## config.mk

```make
export PLATFORM = sky130hd
export DESIGN_NAME = bidirectional_deser
export DESIGN_NICKNAME = d
export VERILOG_FILES = /design/src/rtl/bidirectional_deser.sv
export SDC_FILE = /design/constraint.sdc
export NUM_CORES = 1
export LEC_CHECK = 0
export CAP_MARGIN = 0
export CORE_MARGIN = 4
export CORE_UTILIZATION = 35
export DETAILED_ROUTE_END_ITERATION = 10
export SYNTH_ARGS = -nofsm -noshare
export SYNTH_HDL_FRONTEND = slang
export SYNTH_SLANG_ARGS = --single-unit
export TNS_END_PERCENT = 10
```

## constraint.sdc

```tcl
create_clock -name clk -period 3.5 [get_ports clk]
set_input_delay 0.7 -clock clk [delete_from_list [all_inputs] [get_ports clk]]
set_output_delay 0.7 -clock clk [all_outputs]
set_load 0.1 [all_outputs]
```

## src/rtl/bidirectional_deser.sv

```systemverilog
// Serial-to-parallel receiver for a bidirectional shift-register link.
// Reassembles LSB-first or MSB-first frames and hands words downstream via valid/ready.
module bidirectional_deser #(
    parameter int WIDTH = 4,
    parameter int CNT_W = 3
) (
    input  logic             clk,
    input  logic             clr,
    input  logic             start,
    input  logic             dir,
    input  logic             sin,
    input  logic             bit_en,
    input  logic             ready,
    output logic [WIDTH-1:0] q,
    output logic             valid,
    output logic             busy,
    output logic             overrun
);

    typedef enum logic [1:0] {
        IDLE  = 2'd0,
        SHIFT = 2'd1,
        HOLD  = 2'd2
    } state_t;

    state_t            state_r;
    logic [WIDTH-1:0]  sh_r;
    logic [CNT_W-1:0]  cnt_r;
    logic              dir_r;
    logic [WIDTH-1:0]  sh_next_s;
    logic              last_bit_s;

    // Next shift-register image for the latched bit order, and last-bit detect.
    always_comb begin
        sh_next_s  = sh_r;
        last_bit_s = 1'b0;
        if (dir_r) begin
            sh_next_s = {sh_r[WIDTH-2:0], sin};
        end else begin
            sh_next_s = {sin, sh_r[WIDTH-1:1]};
        end
        if (cnt_r == CNT_W'(WIDTH - 1)) begin
            last_bit_s = 1'b1;
        end else begin
            last_bit_s = 1'b0;
        end
    end

    // Frame FSM with registered outputs; a start in any accepting state restarts cleanly.
    always_ff @(posedge clk or negedge clr) begin
        if (!clr) begin
            state_r <= IDLE;
            sh_r    <= '0;
            cnt_r   <= '0;
            dir_r   <= 1'b0;
            q       <= '0;
            valid   <= 1'b0;
            busy    <= 1'b0;
            overrun <= 1'b0;
        end else begin
            case (state_r)
                IDLE: begin
                    if (start) begin
                        dir_r   <= dir;
                        sh_r    <= '0;
                        cnt_r   <= '0;
                        busy    <= 1'b1;
                        state_r <= SHIFT;
                    end else begin
                        state_r <= IDLE;
                    end
                end
                SHIFT: begin
                    if (start) begin
                        dir_r <= dir;
                        sh_r  <= '0;
                        cnt_r <= '0;
                    end else if (bit_en) begin
                        sh_r <= sh_next_s;
                        if (last_bit_s) begin
                            q       <= sh_next_s;
                            valid   <= 1'b1;
                            busy    <= 1'b0;
                            cnt_r   <= '0;
                            state_r <= HOLD;
                        end else begin
                            cnt_r <= cnt_r + CNT_W'(1);
                        end
                    end else begin
                        state_r <= SHIFT;
                    end
                end
                HOLD: begin
                    if (ready) begin
                        valid <= 1'b0;
                        if (start) begin
                            dir_r   <= dir;
                            sh_r    <= '0;
                            cnt_r   <= '0;
                            busy    <= 1'b1;
                            state_r <= SHIFT;
                        end else begin
                            state_r <= IDLE;
                        end
                    end else if (start) begin
                        overrun <= 1'b1;
                    end else begin
                        state_r <= HOLD;
                    end
                end
                default: begin
                    state_r <= IDLE;
                    valid   <= 1'b0;
                    busy    <= 1'b0;
                end
            endcase
        end
    end

endmodule

```

==> results_dict.tcl <==
set metrics [dict create \
    postLayoutCellArea_um2 1030 \
    tns_ps 0 \
    synth_top_area_share_pct 49.6 \
    dp_hpwl_um 1140 \
    htree_levels 1 \
    async_flop_share_pct 100 \
    leakagePower_uw 0.000505 \
    wl_met3_um 97 \
    postSynthAreaPerCell_um2 12.3 \
    cp_top_family "buffers and inverters" \
    max_stage_delay_ps 1150 \
    clk_path_buf_depth 2 \
    die_area_um2 3310 \
    gp_congestion 0.718 \
    drt_iter0_drc 18 \
    cp.required_ps 2800 \
    max_freq_mhz 393 \
    syn_to_final_growth_pct 19.8 \
    hold_class "register to register" \
    finalWorstSetupSlack_ps 958 \
    finalMaxSlewViolations 0 \
    cellPowerDensity_nw_per_um2 642 \
    cts_tree "yes" \
    ys_seq_area_share_pct 49.6 \
    synth_top_family_by_area "multiplexers" \
    hold_viol 0 \
    grt_start_max_net_pins 18 \
    cp_slowest_cell "clkdlybuf4s50_1" \
    rsz0062_at_grt "false" \
    die_h_um 57.5 \
    top_layer "met4" \
    grt_remaining_overflow 0 \
    fin_crit_sh_pct 72.6 \
    synth_area_leaders "dfrtp_1, mux2_2, mux2i_1, nand2_1, nor4b_4" \
    synthTopCellsByCount "dfrtp_1, nand2_1, mux2_2" \
    vdd_drop_max_v 0.000399 \
    initial_utilization_pct 37.7 \
    grt_pass1_vias 594 \
    die_x_um 57.5 \
    drc 0 \
    cap_violations 0 \
    critical_path_class "register to output pin" \
    status "finished, final reports clean" \
    synth-edff-count 0 \
    floorplan.core_area_um2 2280 \
    tightestPinTransition_ps 970 \
    ios 14 \
    io_buffer_count 13 \
    avgRoutedWirePerCell_um 14.0 \
    synthesis.nets 78 \
    pre_cts_ws_ps 1180 \
    synth_fa_ha_area_share_pct 1.46 \
    synth-simple-area-share_pct 16.6 \
    cp_max_fo 4 \
    antenna_found_initial 0 \
    rows 17 \
    drive_gt1_share_pct 24.7 \
    end_kind "output pin" \
    yosys.area_share.xor_xnor_pct 0 \
    cts-buffers-inserted 3 \
    synthDistinctLibCells 27 \
    synth.cell_area_um2 858 \
    m1WireLength_um 749 \
    dr_wl_met2_um 718 \
    ys.flop_type "dfrtp_1" \
    critPathLaunchType "register" \
    finalSetupViolations 0 \
    drt_wl_total_um 1590 \
    critical_path.cell_chain "clkdlybuf4s50_1" \
    synth_warnings 0 \
    placed_area_um2 1000 \
    relSlewSlack_pct 35.1 \
    clock_latency_ps 290 \
    vias 579 \
    cts_setup_buffers 0 \
    synth_top_area_cell "dfrtp_1" \
    synth_seq_cells 17 \
    track_usage_pct 11.1 \
    ant_nets 0 \
    path_buf_inv 1 \
    ctsResizeCount 0 \
    grt_first_pass_wirelength_um 2770 \
    synthMuxAreaShare_pct 18.8 \
    hold_buffers 0 \
    dr.pass1.iters 4 \
    viasPerCell 5.12 \
    synth_compound_area_share_pct 9.77 \
    antenna_cells 0 \
    syn_inst 70 \
    cp.arrival_ps 1840 \
    finalCriticalPeriod_ps 2540 \
    clk_pin_slew_ps 100 \
    clockRootBuffer "clkbuf_4" \
    skew_ps 1.63 \
    cts.sinks 17 \
    synth_most_common_cell "dfrtp_1" \
    finish.net_count 94 \
]
## state kept, by name, summed over array words and instances (netlist names)
name     flops
state_r      2
dir_r        1
q            4
busy         1
overrun      1
valid        1
sh_r         4
cnt_r        3
## cell type report
type                            instances  area [um2]
Sequential cell                        17         425
Inverter                                3        11.3
Fill cell                             218        1250
Tap cell                               28        35.0
Multi-Input combinational cell         48         400
Clock buffer                            4        26.3
Timing Repair Buffer                   13         130
## path summary, 6_finish.rpt
path,startpoint,to,slack [ps],cells after the start
worst max-delay path,busy$_DFFE_PN0P_,busy,960,1
worst min-delay path,overrun$_DFFE_PN0P_,overrun$_DFFE_PN0P_,490,2
worst max register to register,cnt_r[0]$_DFFE_PN0P_,q[2]$_DFFE_PN0P_,1850,4
worst min register to register,overrun$_DFFE_PN0P_,overrun$_DFFE_PN0P_,490,2
max in group asynchronous,clr,q[2]$_DFFE_PN0P_,2180,1
min in group asynchronous,clr,q[0]$_DFFE_PN0P_,850,1
## power breakdown
| part | internal [uW] | switching (uW) |
|---|---|---|
| clock | 44.3 | 62.0 |
| combinational | 92.5 | 198 |
| sequential | 234 | 29.0 |
| total | 371 | 289 |
## metal layers
| metal | vias to the layer above | GRT usage (%) |
|---|---|---|
| met5 | - | 0 |
| met4 | 0 | 3.97 |
| met3 | 2 | 5.43 |
| met2 | 17 | 16.5 |
| met1 | 279 | 14.0 |
| li1 | 281 | - |
## logic make-up (layout without fill, tap and decap cells)
family                   count (synthesis)  after routing
flip-flops                              17             17
AND/OR/NAND/NOR                         20             20
buffers and inverters                    5             20
AO/OA/AOI/OAI                           12             12
multiplexers                            15             15
adder cells (fa/ha/maj)                  1              1
## stage by stage
| stage | util [%] | std cells | power, uW | hold slack (ps) |
|---|---|---|---|---|
| global route | 45.2 | 113 | 699 | 517 |
| finish | 45.2 | 113 | 660 | 492 |
| global placement | 44.0 | 109 | 559 | 451 |
| CTS | 45.2 | 113 | 669 | 493 |
| detailed placement | 44.0 | 109 | 559 | 461 |
| floorplan | - | 70 | 492 | 404 |
## cell usage in the layout (no fill, tap or decap), types with 2 or more instances in the layout
cell type        Yosys  final
a21oi_1              2      2
clkbuf_4             0      3
clkdlybuf4s50_1      0     13
dfrtp_1             17     17
inv_1                3      3
mux2_2               9      9
mux2i_1              6      6
nand2_1             10     10
o21ai_0              3      3
Power figures use the tool's default switching activity.
